### src/rtl/leve1_pkg.sv
// Shared types for the LEVE1 issue controller.
//   issue_state_t : issue FSM states (RUN, DRAIN, SERIAL)
//   regidx_t      : architectural register index
//   REG_ZERO      : hard-wired zero register index
package leve1_pkg;

    typedef enum logic [1:0] {
        RUN    = 2'd0,
        DRAIN  = 2'd1,
        SERIAL = 2'd2
    } issue_state_t;

    typedef logic [4:0] regidx_t;

    localparam regidx_t REG_ZERO = 5'd0;

endpackage

### src/rtl/leve1_scoreboard.sv
// Pending-write scoreboard for long-latency destinations (x1..x31).
// Ports:
//   clk, rst           : clock, synchronous active-high reset
//   set_en/set_idx     : mark a register as pending (long op issued)
//   clr_en/clr_idx     : long-op writeback releases a register
//   rs1/rs2/rd_idx     : lookup indices of the instruction in ID
//   rs1/rs2/rd_busy    : pending bit of each looked-up register (x0 always 0)
//   clr_err            : writeback to a register that was not pending
module leve1_scoreboard
    import leve1_pkg::*;
(
    input  logic    clk,
    input  logic    rst,
    input  logic    set_en,
    input  regidx_t set_idx,
    input  logic    clr_en,
    input  regidx_t clr_idx,
    input  regidx_t rs1_idx,
    input  regidx_t rs2_idx,
    input  regidx_t rd_idx,
    output logic    rs1_busy,
    output logic    rs2_busy,
    output logic    rd_busy,
    output logic    clr_err
);

    logic [31:1] sb;
    logic [31:0] sb_full;

    // x0 is never pending; widening with a zero LSB keeps lookups uniform.
    assign sb_full  = {sb, 1'b0};
    assign rs1_busy = sb_full[rs1_idx];
    assign rs2_busy = sb_full[rs2_idx];
    assign rd_busy  = sb_full[rd_idx];
    assign clr_err  = clr_en & ~sb_full[clr_idx];

    always_ff @(posedge clk) begin
        if (rst) begin
            sb <= '0;
        end else begin
            for (int i = 1; i < 32; i++) begin
                // Set has priority over a same-cycle clear.
                if (set_en && set_idx == regidx_t'(i))
                    sb[i] <= 1'b1;
                else if (clr_en && clr_idx == regidx_t'(i))
                    sb[i] <= 1'b0;
            end
        end
    end

endmodule

### src/rtl/leve1_issue_ctrl.sv
// Issue controller between LEVE1 decode and EX. Decides combinationally
// whether the instruction in ID enters EX this cycle: stalls on RAW/WAW
// against pending long-op destinations, caps outstanding long ops, and
// serialises SYSTEM/CSR instructions behind a drained pipeline.
// Ports:
//   CLK, RST            : clock, synchronous active-high reset
//   ID_*                : decoded instruction and its handshake (ID_READY)
//   EX_VALID, EX_READY  : issue strobe / EX back-pressure
//   FLUSH               : EX redirect, kills the instruction in ID
//   LWB_VALID, LWB_RD   : long-op writeback
//   INFLIGHT            : outstanding long ops
//   BUSY, ERR, STALL_CNT: status, sticky protocol error, stall counter
module leve1_issue_ctrl
    import leve1_pkg::*;
#(
    parameter int MAX_INFLIGHT = 4,
    parameter int SER_GAP      = 1
) (
    input  logic                              CLK,
    input  logic                              RST,
    input  logic                              ID_VALID,
    output logic                              ID_READY,
    input  logic [4:0]                        ID_RS1,
    input  logic [4:0]                        ID_RS2,
    input  logic [4:0]                        ID_RD,
    input  logic                              ID_USE_RS1,
    input  logic                              ID_USE_RS2,
    input  logic                              ID_WE,
    input  logic                              ID_LONG,
    input  logic                              ID_SERIAL,
    output logic                              EX_VALID,
    input  logic                              EX_READY,
    input  logic                              FLUSH,
    input  logic                              LWB_VALID,
    input  logic [4:0]                        LWB_RD,
    output logic [$clog2(MAX_INFLIGHT+1)-1:0] INFLIGHT,
    output logic                              BUSY,
    output logic                              ERR,
    output logic [31:0]                       STALL_CNT
);

    localparam int IW = $clog2(MAX_INFLIGHT + 1);

    issue_state_t state_q, state_d;
    logic [3:0]   gap_q, gap_d;
    logic         fsm_ok, hazard, full, issue_pre, issue;
    logic         rs1_busy, rs2_busy, rd_busy, sb_err;
    logic         inc, dec, inflight_zero;

    leve1_scoreboard u_sb (
        .clk     (CLK),
        .rst     (RST),
        .set_en  (issue & ID_LONG & ID_WE & (ID_RD != REG_ZERO)),
        .set_idx (ID_RD),
        .clr_en  (LWB_VALID),
        .clr_idx (LWB_RD),
        .rs1_idx (ID_RS1),
        .rs2_idx (ID_RS2),
        .rd_idx  (ID_RD),
        .rs1_busy(rs1_busy),
        .rs2_busy(rs2_busy),
        .rd_busy (rd_busy),
        .clr_err (sb_err)
    );

    assign hazard = (ID_USE_RS1 & (ID_RS1 != REG_ZERO) & rs1_busy)
                  | (ID_USE_RS2 & (ID_RS2 != REG_ZERO) & rs2_busy)
                  | (ID_WE      & (ID_RD  != REG_ZERO) & rd_busy);

    assign inflight_zero = (INFLIGHT == '0);
    assign full          = ID_LONG & (INFLIGHT == IW'(MAX_INFLIGHT));

    // Everything except the FSM gate; kept separate so the next-state
    // logic can look at it without a false combinational loop via fsm_ok.
    assign issue_pre = ID_VALID & EX_READY & ~FLUSH & ~hazard & ~full;
    assign issue     = issue_pre & fsm_ok;
    assign ID_READY  = issue;
    assign EX_VALID  = issue;

    assign BUSY = ~inflight_zero | (state_q != RUN);

    always_comb begin
        state_d = state_q;
        gap_d   = gap_q;
        fsm_ok  = 1'b0;
        case (state_q)
            RUN: begin
                fsm_ok = 1'b1;
                if (ID_VALID && ID_SERIAL) begin
                    if (inflight_zero) begin
                        if (issue_pre) begin
                            state_d = SERIAL;
                            gap_d   = 4'(SER_GAP);
                        end
                    end else begin
                        fsm_ok  = 1'b0;
                        state_d = DRAIN;
                    end
                end
            end
            DRAIN: begin
                if (FLUSH || inflight_zero)
                    state_d = RUN;
            end
            SERIAL: begin
                // Already issued, so FLUSH does not cut the gap short.
                gap_d = gap_q - 4'd1;
                if (gap_q <= 4'd1)
                    state_d = RUN;
            end
            default: state_d = RUN;
        endcase
    end

    assign inc = issue & ID_LONG;
    assign dec = LWB_VALID;

    always_ff @(posedge CLK) begin
        if (RST) begin
            state_q   <= RUN;
            gap_q     <= '0;
            INFLIGHT  <= '0;
            ERR       <= 1'b0;
            STALL_CNT <= '0;
        end else begin
            state_q <= state_d;
            gap_q   <= gap_d;
            if (inc && !dec)
                INFLIGHT <= INFLIGHT + IW'(1);
            else if (dec && !inc && !inflight_zero)
                INFLIGHT <= INFLIGHT - IW'(1);
            if ((LWB_VALID && inflight_zero) || sb_err)
                ERR <= 1'b1;
            if (ID_VALID && !issue && !FLUSH)
                STALL_CNT <= STALL_CNT + 32'd1;
        end
    end

endmodule
### config.mk
export PLATFORM = sky130hd
export DESIGN_NAME = leve1_issue_ctrl
export DESIGN_NICKNAME = d
export VERILOG_FILES = /design/src/rtl/leve1_pkg.sv /design/src/rtl/leve1_scoreboard.sv /design/src/rtl/leve1_issue_ctrl.sv
export SDC_FILE = /design/constraint.sdc
export NUM_CORES = 1
export LEC_CHECK = 0
export BUFFER_PORTS_ARGS = -buffer_cell sky130_fd_sc_hd__buf_2
export CAP_MARGIN = 25
export CORE_ASPECT_RATIO = 2
export CORE_MARGIN = 5
export CORE_UTILIZATION = 58
export DETAILED_ROUTE_END_ITERATION = 8
export PLACE_DENSITY = 0.78
export SLEW_MARGIN = 30
export SYNTH_ARGS = -nofsm -noshare
export SYNTH_HDL_FRONTEND = slang
export SYNTH_SLANG_ARGS = --single-unit
### constraint.sdc
create_clock -name CLK -period 4.25 [get_ports CLK]
set_input_delay 0.2125 -clock CLK [delete_from_list [all_inputs] [get_ports CLK]]
set_output_delay 0.2125 -clock CLK [all_outputs]
set_load 0.05 [all_outputs]
# After elaboration in Yosys (flattened, before gate mapping)
# Cells that the tools add are included.
dict set report totals {
  reg_bits 73
  mem_bits_rw 0
  elab_cells 342
  latchBits 0
  inputBits 31
  memories 0
  rom_bits 0
  out_inout_bits 39
}
dict set report classes {
  bitwise 24
  shift 0
  div 0
  order_cmp 5
  addsub 4
  eq_ne 71
  multipliers 0
  n_reduce_logical 117
  muxes 85
}
# op count
set op_table {}
lappend op_table {{5-bit == test (second input constant)} 32}
lappend op_table {{5-bit by 4-bit == test with 1-bit output (second input constant)} 16}
lappend op_table {{1-bit logical AND} 69}
lappend op_table {{1-bit 2-to-1 mux} 69}
lappend op_table {{2-bit nonzero test} 34}
lappend op_table {{5-bit by 3-bit == test with 1-bit output (second input constant)} 8}
lappend op_table {{32-bit by 1-bit adder with 32-bit output (second input constant)} 1}
lappend op_table {{5-bit by 6-bit < comparator with 1-bit output (second input constant)} 4}
lappend op_table {{1-bit binary-select mux with 5-bit select} 4}
lappend op_table {{5-bit by 2-bit == test with 1-bit output (second input constant)} 4}
lappend op_table {{1-bit bitwise AND} 16}
lappend op_table {{5-bit nonzero test} 3}
lappend op_table {{4-bit 2-to-1 mux} 3}
lappend op_table {{5-bit by 1-bit == test with 1-bit output (second input constant)} 2}
lappend op_table {{2-bit 2-to-1 mux} 5}
lappend op_table {{2-bit inequality test (second input constant)} 5}
lappend op_table {{4-bit one-hot mux with 2 select lines} 1}
lappend op_table {{4-bit AND reduction} 2}
lappend op_table {{3-bit 2-to-1 mux} 2}
lappend op_table {{2-bit one-hot mux with 3 select lines} 1}
lappend op_table {{1-bit zero test} 5}
lappend op_table {{1-bit inverter} 5}
lappend op_table {{4-bit by 1-bit <= comparator with 1-bit output (second input constant)} 1}
lappend op_table {{4-bit by 1-bit subtractor with 4-bit output (second input constant)} 1}
lappend op_table {{10 further kinds} 13}

# Logic depth before layout (Yosys ltp)
# Gate-level depths: netlist of the first run.
dict set report depth {
  word_depth 15
  ltp_mapped 12
  depth_no_buf 10
}

# By module
# From an unflattened synthesis of the first run, not the netlist that was laid out.
dict set report unflattened {
  hier_cells 529
  area_unflattened_um2 4772.1
}
# module instances area_per_inst_um2 seq_area_each_um2 cells_each
set by_module_without_submodules {}
lappend by_module_without_submodules {leve1_issue_ctrl 1 2396.0 840.8 287}
lappend by_module_without_submodules {leve1_scoreboard 1 2376.0 620.6 242}

# Least setup slack after synthesis of the first run
# Ideal clock, no wire load.
dict set report synth_path {
  path_type {register to register}
  from {register u_sb.sb[13] (netlist bit)}
  to {register INFLIGHT[2]}
  arrival_ns 3.208
  setup_time_ns 0.123
  slack_ns 0.919
  required_ns 4.127
  path_stages_with_launch 11
  path_buffers 0
  cell_sequence {dfxtp_1 mux4_2 mux2_2 a221oi_2 a211oi_2 or4_4 or2_2 fa_1 nor3b_1 mux2i_1 mux2_1}
}
dict set report synth_via {
  elab_chain_cells 14
}
# item line_no
set synth_rtl {}
lappend synth_rtl {{start: declaration} leve1_scoreboard.sv:27} ;# logic [31:1] sb;
lappend synth_rtl {{start signal: assignment} leve1_scoreboard.sv:39} ;# sb <= '0;
lappend synth_rtl {{start signal: indexed assignment} leve1_scoreboard.sv:44} ;# sb[i] <= 1'b1;
lappend synth_rtl {{start signal: indexed assignment} leve1_scoreboard.sv:46} ;# sb[i] <= 1'b0;
lappend synth_rtl {{1-bit binary-select mux with 5-bit select, on equally long branches} {leve1_scoreboard.sv:32, leve1_scoreboard.sv:33}}
lappend synth_rtl {{1-bit 2-to-1 mux, on equally long branches} {leve1_scoreboard.sv:32, leve1_scoreboard.sv:33}}
lappend synth_rtl {{1-bit bitwise AND, on equally long branches} {leve1_issue_ctrl.sv:66, leve1_issue_ctrl.sv:67}}
lappend synth_rtl {{1-bit OR} leve1_issue_ctrl.sv:67} ;# | (ID_USE_RS2 & (ID_RS2 != REG_ZERO) & rs2_busy)
lappend synth_rtl {{1-bit OR (*)} leve1_issue_ctrl.sv:68} ;# | (ID_WE & (ID_RD != REG_ZERO) & rd_busy);
lappend synth_rtl {{1-bit inverter (*)} leve1_issue_ctrl.sv:75} ;# assign issue_pre = ID_VALID & EX_READY & ~FLUSH & ~hazard & ~full;
lappend synth_rtl {{1-bit bitwise AND (*) (2 in a row)} leve1_issue_ctrl.sv:75}
lappend synth_rtl {{1-bit bitwise AND (*)} leve1_issue_ctrl.sv:76} ;# assign issue = issue_pre & fsm_ok;
lappend synth_rtl {{1-bit bitwise AND (*)} leve1_issue_ctrl.sv:115} ;# assign inc = issue & ID_LONG;
lappend synth_rtl {{1-bit zero test} leve1_issue_ctrl.sv:130} ;# else if (dec && !inc && !inflight_zero)
lappend synth_rtl {{1-bit logical AND (2 in a row)} leve1_issue_ctrl.sv:130}
lappend synth_rtl {{2-bit nonzero test (no line)} n/a}
lappend synth_rtl {{end signal: assignment} leve1_issue_ctrl.sv:129} ;# INFLIGHT <= INFLIGHT + IW'(1);
lappend synth_rtl {{end signal: assignment} leve1_issue_ctrl.sv:131} ;# INFLIGHT <= INFLIGHT - IW'(1);
lappend synth_rtl {{end: declaration} leve1_issue_ctrl.sv:36} ;# output logic [$clog2(MAX_INFLIGHT+1)-1:0] INFLIGHT,
# Every way passes the cells marked *; elsewhere a longest branch is shown, timed or not. The select of a mux whose other input is x is not followed.
# A chain may end at the register's enable or synchronous reset.

# Worst setup path in the final report of the first run
dict set report layout_path {
  from {register u_sb.sb[20] (netlist bit)}
  to {register INFLIGHT[2]}
}
# The elaborated chain is that of the path after synthesis.

==> results of run 1 <==
path summary, 6_finish.rpt:
| path | from | to | slack, ns |
|---|---|---|---|
| worst max-delay path | u_sb.sb[20]$_SDFFE_PP0P_ | INFLIGHT[2]$_SDFFE_PP0P_ | 0.68 |
| worst min-delay path | FLUSH | state_q[0]$_SDFFE_PP0P_ | 0.21 |
| worst max register to register | u_sb.sb[20]$_SDFFE_PP0P_ | INFLIGHT[2]$_SDFFE_PP0P_ | 0.68 |
| worst min register to register | ERR$_SDFFE_PP0P_ | ERR$_SDFFE_PP0P_ | 0.48 |
layout make-up:
class	instances	area (um^2)
fillers	703	2750
inverters	8	30.0
clock buffers	12	267
multi-input cells	436	3190
clock inverters	4	48.8
well taps	98	123
repair buffers	78	419
flip-flops and latches	73	1460
cells by family (layout without fill, tap and decap cells):
| logic type | Yosys count | count (layout) | synth area share (%) |
|---|---|---|---|
| fa+ha+maj | 4 | 4 | 1.18 |
| compound gates | 144 | 144 | 18.5 |
| mux | 47 | 47 | 16.5 |
| simple gates | 239 | 239 | 28.6 |
| flops | 73 | 73 | 29.9 |
| buf+inv | 54 | 102 | 4.99 |
| xor+xnor | 2 | 2 | 0.358 |
registers in the layout, indices dropped and copies added, names as in the netlist:
signal and count:
ERR 1, INFLIGHT 3, STALL_CNT 32, gap_q 4, state_q 2, u_sb.sb 31
metrics by stage:
| step | hold slack (ns) | instances | power [W] |
|---|---|---|---|
| after floorplan | 0.432 | 563 | 0.00104 |
| after global placement | 0.445 | 692 | 0.00113 |
| after detailed placement | 0.473 | 693 | 0.00114 |
| after CTS | 0.210 | 709 | 0.00193 |
| after global routing | 0.238 | 709 | 0.00200 |
| final | 0.215 | 709 | 0.00193 |
layout by cell type (no fill, tap or decap), types with 4 or more instances in the layout:
master,n
a21oi_1,56
and2_1,4
and3_1,4
and4_1,8
buf_2,68
buf_4,9
clkbuf_16,9
dfxtp_1,73
inv_1,8
mux2_2,7
mux2i_1,12
mux4_2,26
nand2_1,34
nand2b_1,12
nand3_1,38
nand3b_1,17
nand4_1,17
nor2_1,30
nor2b_1,18
nor3_1,6
nor4_1,5
o21ai_0,29
o31ai_1,35
or3_1,4
or4_1,28
worst max-delay path, stage by stage, from the launching register on:
cell	delay, ns
dfxtp_1	0.42
mux4_2	0.50
mux2_2	0.28
nand4_1	0.11
nand4_2	0.23
or4_4	0.58
or2_2	0.31
fa_1	0.39
nor3b_1	0.23
mux2i_1	0.11
mux2_1	0.31
layer usage:
| layer | share of wire, % | GRT usage [%] |
|---|---|---|
| met1 | 34 | 33.2 |
| met2 | 51 | 51.8 |
| met3 | 7.2 | 6.35 |
| met4 | 7.4 | 20.1 |
| met5 | 0 | 0 |
report_power, final:
| part | leakage (nW) | switching [W] | internal [W] |
|---|---|---|---|
| Clock | 0.159 | 0.000294 | 0.000503 |
| Sequential | 0.589 | 0.0000260 | 0.000702 |
| Combinational | 1.19 | 0.000276 | 0.000128 |
==> results.json, run 1 <==
{
  "hold_depth": 3,
  "rsz0062_at_grt": "no",
  "run_status": "completed",
  "tritoncts_num_sinks": 73,
  "grt_pass1_vias": 4857,
  "worstSetupEndpointType": "flip-flop",
  "setup.worst_path.class": "flip-flop to flip-flop",
  "chipHeight_um": 140,
  "numPortBuffers": 69,
  "avgViaCountPerCell": 7.14,
  "antenna_violations_before_repair": 0,
  "track_usage_pct": 30.8,
  "initial_drt_pass_iterations": 5,
  "fraction_of_the_yosys_area_taken_by_sequential_cells_pct": 29.9,
  "global_route.overflow_total": 0,
  "synthFlopType": "dfxtp_1",
  "synth.lib_cells_used.distinct": 56,
  "postSynthRegisterBits": 73,
  "yosys_top_cell_area_share_pct": 29.9,
  "timing.reg2reg.worst_path_depth": 10,
  "postSynthNetCount": 598,
  "powerDensity_mw_per_mm2": 348,
  "final_util_pct": 66.8,
  "max-cap-violations": 0,
  "cts_hold_buffers": 0,
  "synth_async_sr_flop_share_pct": 0,
  "timing.critical_path.arrival_ns": 3.79,
  "ys_top_cells_by_area": "dfxtp_1, mux4_2, a21oi_1, o31ai_1, or4_1",
  "die_footprint_mm2": 0.0105,
  "placed_instance_area_mm2": 0.00522,
  "finish.net_count": 641,
  "post-route-worst-setup-slack_ns": 0.685,
  "area_growth_synth_to_finish_pct": 13.3,
  "yosys_warnings": 0,
  "netlist_instances": 563,
  "post_cts.resized_instances": 0,
  "detail_route.wirelength_um": 15700,
  "synth_edf_count": 0,
  "synthMostInstantiatedCell": "dfxtp_1",
  "route.vias.total": 5060,
  "cts_max_path_buffers": 2,
  "cts.htree.levels": 3,
  "dp_hpwl_um": 11200,
  "routabilityCongestion": 1.07,
  "slew_headroom_pct": 36.5,
  "layout_worst_path_cycle_share_pct": 83.9,
  "cts_tree": "built",
  "initial_core_utilization_pct": 59.0,
  "synth_top_cells_by_count": "dfxtp_1, a21oi_1, nand3_1",
  "cts_buffers": 9,
  "remaining_antenna_violation_count_after_routing": 0,
  "detail_route.iter0.violations": 519,
  "design.portCount": 70,
  "fin_crit_ns": 3.57,
  "row_count": 47,
  "max_freq_mhz": 280,
  "route.detailed.drc": 0,
  "die_w_um": 74.9,
  "wl_per_cell_um": 22.2,
  "min_path_type": "primary input to flip-flop",
  "maximum_resistive_drop_on_vdd_mv": 0.310,
  "antennaDiodeCount": 0,
  "cts_root_buf": "clkbuf_16",
  "place_ws_ns": 0.477,
  "core-area_mm2": 0.00829,
  "clk_pin_slew_ns": 0.06,
  "max_slew_violation_count": 0,
  "worst-endpoint-required_ns": 4.47,
  "final_setup_violations": 0,
  "timing_worst_slew_pin_value_ns": 0.950,
  "critPathMaxFanout": 6,
  "grt_pass1_wl_um": 24700,
  "static-leakage-power_nw": 1.94,
  "finish.instance_area_mm2": 0.00554,
  "synth_area_mm2": 0.00489,
  "syn_area_per_cell_um2": 8.69,
  "synth_top_cell_by_area": "dfxtp_1",
  "cts.repair_timing.setup_buffer_count": 0,
  "finClkSkew_ns": 0.00665,
  "setup_total_negative_slack_ns": 0,
  "worstSetupStartpointType": "flip-flop",
  "final-hold-violation-count": 0,
  "drive_above_1_share_pct": 22.3,
  "largest_net_degree_at_the_start_of_global_routing": 65,
  "clkLatencyLatePin_ns": 0.33
}
No activity file was read; power rests on OpenSTA's default activity.
==> run 2, diff against run 1 <==
==> constraint.sdc (replaced) <==
create_clock -name CLK -period 3.5 [get_ports CLK]
set_input_delay 0.175 -clock CLK [delete_from_list [all_inputs] [get_ports CLK]]
set_output_delay 0.175 -clock CLK [all_outputs]
set_load 0.05 [all_outputs]
==> run 2 against run 1 <==
Register-to-register slack got worse by 0.59 ns. Sequential power rose by 22%. Via count fell by 0.63%. Final area rose by 1.8%. First-iteration DRC count rose by 7.5%. Core utilization rose by 1.2 points. Clock skew fell by 0.00093 ns. Maximum frequency rose by 4.7%. Critical path depth did not move. Flip-flop and latch count did not move. Hold slack got worse by 0.031 ns. Highest routed layer unchanged. Routed wire length fell by 2.8%. Largest cell class unchanged.
==> results.json, run 2 (synthesis results as in run 1) <==
{
  "fin_crit_ns": 3.41,
  "clkLatencyLatePin_ns": 0.33,
  "core-area_mm2": 0.00829,
  "final_setup_violations": 0,
  "chipHeight_um": 140,
  "cts_buffers": 9,
  "post-place-cells": 712,
  "placed_instance_area_mm2": 0.00538,
  "power_switching_share_pct": 31.9,
  "global_route.overflow_total": 0,
  "internal-power_w": 0.00152,
  "min_path_type": "primary input to flip-flop",
  "final_cells": 728,
  "timing.critical_path.arrival_ns": 3.62,
  "biggestRegsByFlops": "STALL_CNT: 32 flops, u_sb.sb: 31 flops, gap_q: 4 flops",
  "max_slew_violation_count": 0,
  "largest_register": "STALL_CNT",
  "power.combinational.fraction_pct": 23.9,
  "max_freq_mhz": 294,
  "numPortBuffers": 69,
  "cts.htree.levels": 3,
  "finish.net_count": 660,
  "maximum_resistive_drop_on_vdd_mv": 0.306,
  "max-cap-violations": 0,
  "drive_above_1_share_pct": 24.3,
  "timing.critical_path.cells": "mux4_2 > mux2_2 > a221oi_2 > a211oi_2 > or4_4 > or2_2 > fa_2 > nor2b_1 > mux2i_1 > mux2_1",
  "finalHoldWorstSlack_ns": 0.184,
  "setup_total_negative_slack_ns": 0,
  "static-leakage-power_nw": 1.99,
  "critical-path-top-delay-family": "multiplexers",
  "detail_route.wirelength_um": 15300,
  "initial_drt_pass_iterations": 5,
  "most_frequent_standard_cell_in_the_layout_excluding_fill_and_tap_cells": "dfxtp_1",
  "critPathMaxFanout": 5,
  "die_w_um": 74.9,
  "layout_worst_path_cycle_share_pct": 97.3,
  "largest_register_ffs": 32,
  "finish.instance_area_mm2": 0.00564,
  "track_usage_pct": 30.3,
  "largest_net_degree_at_the_start_of_global_routing": 66,
  "cts_hold_buffers": 0,
  "critical_path_buf_inv_count": 0,
  "setup.worst_path.class": "flip-flop to flip-flop",
  "worstSetupEndpointType": "flip-flop",
  "remaining_antenna_violation_count_after_routing": 0,
  "grt_pass1_vias": 4825,
  "avgViaCountPerCell": 6.91,
  "final-hold-violation-count": 0,
  "rsz0062_at_grt": "no",
  "run_status": "completed",
  "cts_tree": "built",
  "timing_worst_slew_pin_value_ns": 0.953,
  "cts_max_path_buffers": 2,
  "stage_delay_of_the_slowest_cell_on_the_critical_path_ns": 0.53,
  "dp_hpwl_um": 11200,
  "design.portCount": 70,
  "detail_route.iter0.violations": 558,
  "tritoncts_num_sinks": 73,
  "wl_per_cell_um": 21.0,
  "share_of_power_burned_in_the_clock_network_pct": 36.4,
  "initial_core_utilization_pct": 59.0,
  "worstSetupStartpointType": "flip-flop",
  "routabilityCongestion": 1.05,
  "worst-endpoint-required_ns": 3.71,
  "finClkSkew_ns": 0.00572,
  "route.detailed.drc": 0,
  "slew_headroom_pct": 36.3,
  "seq_power_share_pct": 39.7,
  "clk_pin_slew_ns": 0.05,
  "die_footprint_mm2": 0.0105,
  "antenna_violations_before_repair": 0,
  "grt_pass1_wl_um": 24500,
  "route.vias.total": 5028,
  "row_count": 47,
  "powerDensity_mw_per_mm2": 395,
  "area_growth_synth_to_finish_pct": 15.4,
  "slowest_stage": "or4_4",
  "antennaDiodeCount": 0,
  "cts_root_buf": "clkbuf_16",
  "switching_power_w": 0.000711,
  "mostFrequentLayoutCells": "dfxtp_1, buf_2, a21oi_1"
}
## run 2: path summary, 6_finish.rpt
check | startpoint | endpoint | slack, ns | depth (start not counted)
setup / recovery | u_sb.sb[15]$_SDFFE_PP0P_ | INFLIGHT[2]$_SDFFE_PP0P_ | 0.09 | 10
hold / removal | FLUSH | state_q[0]$_SDFFE_PP0P_ | 0.18 | 3
setup reg to reg | u_sb.sb[15]$_SDFFE_PP0P_ | INFLIGHT[2]$_SDFFE_PP0P_ | 0.09 | 10
hold reg to reg | ERR$_SDFFE_PP0P_ | ERR$_SDFFE_PP0P_ | 0.47 | 2
## run 2: final cells by class
type,count,area [um^2]
clock inverters,3,17.5
clock buffers,13,240
inverters,8,30.0
flip-flops and latches,73,1460
repair buffers,97,571
well taps,98,123
multi-input cells,436,3200
fillers,690,2650
## run 2: what timing repair did
action                                  in CTS  in global routing
endpoints found under the setup margin       0                  1
setup buffers                                0                  0
resized for setup                            0                  2
## run 2: metal layers
| metal | GRT usage (%) | vias to the layer above | share of wire (%) |
|---|---|---|---|
| li1 | - | 2309 | - |
| met1 | 31.7 | 2376 | 34 |
| met2 | 53.2 | 263 | 53 |
| met3 | 6.43 | 80 | 6.6 |
| met4 | 17.0 | 0 | 6.4 |
| met5 | 0 | - | 0 |
## run 2: power by group through the flow
stage | clock network, W | logic, W | registers (W)
global placement | 0 | 0.000509 | 0.000901
finish | 0.000813 | 0.000533 | 0.000885
global route | 0.000869 | 0.000568 | 0.000890
detailed placement | 0 | 0.000520 | 0.000903
floorplan | 0 | 0.000317 | 0.000950
CTS | 0.000825 | 0.000523 | 0.000885
## run 2: worst min-delay path, stage by stage
cell and delay (ns):
buf_2 0.10, a21oi_1 0.06, nor4b_1 0.13
## run 2: through the flow
| stage | worst slack [ns] | power [W] | util, % |
|---|---|---|---|
| floorplan | 0.169 | 0.00127 | - |
| global placement | 0.102 | 0.00141 | 64.8 |
| detailed placement | 0.00910 | 0.00142 | 64.8 |
| CTS | 0.0127 | 0.00223 | 67.9 |
| global route | 0.00584 | 0.00233 | 68.0 |
| finish | 0.0940 | 0.00223 | 68.0 |
==> run 3, diff against run 2 <==
--- a/config.mk
+++ b/config.mk
@@ -7,11 +7,13 @@
 export LEC_CHECK = 0
 export BUFFER_PORTS_ARGS = -buffer_cell sky130_fd_sc_hd__buf_2
 export CAP_MARGIN = 25
+export CELL_PAD_IN_SITES_DETAIL_PLACEMENT = 2
+export CELL_PAD_IN_SITES_GLOBAL_PLACEMENT = 2
 export CORE_ASPECT_RATIO = 2
 export CORE_MARGIN = 5
-export CORE_UTILIZATION = 58
+export CORE_UTILIZATION = 35
 export DETAILED_ROUTE_END_ITERATION = 8
-export PLACE_DENSITY = 0.78
+export PLACE_DENSITY = 0.77
 export SLEW_MARGIN = 30
 export SYNTH_ARGS = -nofsm -noshare
 export SYNTH_HDL_FRONTEND = slang
==> run 3 against run 2 <==
Sequential share of layout area down 0.96 points. Sequential power is essentially flat. First-iteration DRC count is 64% lower. Die area up 58%. Clock skew rose by 0.0067 ns.
==> results.json, run 3 (synthesis results as in run 1) <==
{
  "detail_route.iter0.violations": 201,
  "clk_pin_slew_ns": 0.06,
  "hold_path_origin": "FLUSH",
  "rsz0062_at_grt": "no",
  "stage_delay_of_the_slowest_cell_on_the_critical_path_ns": 0.52,
  "avgViaCountPerCell": 6.19,
  "grt_pass1_vias": 5694,
  "finClkSkew_ns": 0.0125,
  "largest_register": "STALL_CNT",
  "most_frequent_standard_cell_in_the_layout_excluding_fill_and_tap_cells": "dfxtp_1",
  "critical_path_buf_inv_count": 0,
  "multiInputGateArea_mm2": 0.00320,
  "die_w_um": 93.6,
  "core-area_mm2": 0.0138,
  "hold_end": "state_q[0]$_SDFFE_PP0P_",
  "regToRegStartpoint": "u_sb.sb[10]$_SDFFE_PP0P_",
  "numPortBuffers": 69,
  "cts.htree.levels": 3,
  "final-hold-violation-count": 0,
  "chipHeight_um": 177,
  "static-leakage-power_nw": 2.07,
  "dp_hpwl_um": 14700,
  "routabilityCongestion": 0.911,
  "worst-endpoint-required_ns": 3.72,
  "die_footprint_mm2": 0.0166,
  "cts_tree": "built",
  "row_count": 61,
  "r2r_slack_ns": 0.1,
  "mostFrequentLayoutCells": "dfxtp_1, buf_2, a21oi_1",
  "tritoncts_num_sinks": 73,
  "setup_total_negative_slack_ns": 0,
  "finish.net_count": 668,
  "route.vias.total": 5116,
  "worstSetupEndpointType": "flip-flop",
  "timing.critical_path.cells": "mux4_2 > mux2_2 > a221oi_2 > a211oi_2 > or4_4 > or2_4 > fa_2 > nor3b_2 > mux2i_1 > mux2_1",
  "detail_route.wirelength_um": 19000,
  "fin_crit_ns": 3.40,
  "setup.worst_path.class": "flip-flop to flip-flop",
  "worstReg2RegEnd": "INFLIGHT[2]$_SDFFE_PP0P_",
  "timing.critical_path.arrival_ns": 3.63,
  "worstSetupStartpointType": "flip-flop",
  "largest_net_degree_at_the_start_of_global_routing": 64,
  "seqCellArea_mm2": 0.00146,
  "initial_drt_pass_iterations": 4,
  "track_usage_pct": 23.4,
  "wl_per_cell_um": 23.0,
  "hold_depth": 3,
  "powerDensity_mw_per_mm2": 406,
  "critical-path-top-delay-family": "multiplexers",
  "maximum_resistive_drop_on_vdd_mv": 0.215,
  "area_growth_synth_to_finish_pct": 20.0,
  "final_setup_violations": 0,
  "largest_register_ffs": 32,
  "drive_above_1_share_pct": 26.2,
  "cts_root_buf": "clkbuf_16",
  "timing_worst_slew_pin_value_ns": 0.687,
  "cts.repair_timing.setup_buffer_count": 0,
  "min_path_type": "primary input to flip-flop",
  "worst-path-stages": 10,
  "initial_core_utilization_pct": 35.4,
  "final_cells": 827,
  "placed_instance_area_mm2": 0.00556,
  "timing.reg2reg.worst_path_depth": 10,
  "design.portCount": 70,
  "slowest_stage": "or4_4",
  "max_slew_violation_count": 0,
  "antenna_violations_before_repair": 0,
  "post-place-cells": 811,
  "clkLatencyLatePin_ns": 0.33,
  "max_freq_mhz": 294,
  "final_util_pct": 42.5,
  "slew_headroom_pct": 53.8,
  "route.detailed.drc": 0,
  "layout_worst_path_cycle_share_pct": 97.2,
  "fill_cell_total_of_the_finished_layout": 1547,
  "critPathMaxFanout": 5,
  "max-cap-violations": 0,
  "grt_pass1_wl_um": 30400,
  "finish.instance_area_mm2": 0.00587,
  "global_route.overflow_total": 0,
  "antennaDiodeCount": 0,
  "cts_max_path_buffers": 2,
  "cts_buffers": 9,
  "remaining_antenna_violation_count_after_routing": 0,
  "run_status": "completed",
  "biggestRegsByFlops": "STALL_CNT: 32 flops, u_sb.sb: 31 flops, gap_q: 4 flops"
}
==> run 3: worst max path at each step <==
| stage | end | slack, ns | start |
|---|---|---|---|
| global placement | INFLIGHT[2]$_SDFFE_PP0P_ | 0.06 | ID_RS2[0] |
| floorplan | INFLIGHT[2]$_SDFFE_PP0P_ | 0.17 | u_sb.sb[13]$_SDFFE_PP0P_ |
| detailed placement | INFLIGHT[2]$_SDFFE_PP0P_ | -0.008 | ID_RD[0] |
| CTS | INFLIGHT[2]$_SDFFE_PP0P_ | 0.02 | u_sb.sb[10]$_SDFFE_PP0P_ |
| global route | INFLIGHT[2]$_SDFFE_PP0P_ | 0.009 | u_sb.sb[13]$_SDFFE_PP0P_ |
| finish | INFLIGHT[2]$_SDFFE_PP0P_ | 0.1 | u_sb.sb[10]$_SDFFE_PP0P_ |
==> run 3: tightest hold or removal path, cell delays in order <==
cell	delay (ns)
buf_2	0.11
a21oi_1	0.06
nor4b_1	0.14
==> run 3: report_power, final <==
part           total (W)  internal (W)  switching [W]
clock network   0.000929      0.000566       0.000362
logic           0.000572      0.000192       0.000380
registers       0.000885      0.000852      0.0000322
==> run 3: metal layers <==
layer	share of wire, %	vias to the layer above	routed length [um]	global-route usage [%]
met5	0	-	0	0
met3	3.2	65	610	2.89
met4	6.3	0	1200	14.7
li1	-	2321	-	-
met1	35	2561	6610	22.6
met2	56	169	10600	45.3
==> run 3: cell type report <==
class / count / area share [%]
clock buffer: 10 / 4.07
clock inverter: 6 / 0.981
inverter: 8 / 0.512
multi-input combinational: 436 / 54.5
sequential: 73 / 24.9
tap: 189 / 4.03
timing repair buffer: 105 / 10.9
==> run 3: what timing repair did <==
item | 4_1_cts | 5_1_grt
hold buffers | 0 | 0
cloned | 0 | 0
setup endpoints to repair | 1 | 1
gates resized for setup | 1 | 4
pin swaps | 1 | 4
==> run 3: through the flow <==
stage | hold slack (ns) | setup slack (ns) | total power [W]
CTS | 0.184 | 0.0210 | 0.00241
detailed placement | 0.465 | -0.00791 | 0.00146
finish | 0.196 | 0.0964 | 0.00238
floorplan | 0.395 | 0.169 | 0.00127
global placement | 0.465 | 0.0650 | 0.00143
global route | 0.189 | 0.00857 | 0.00249
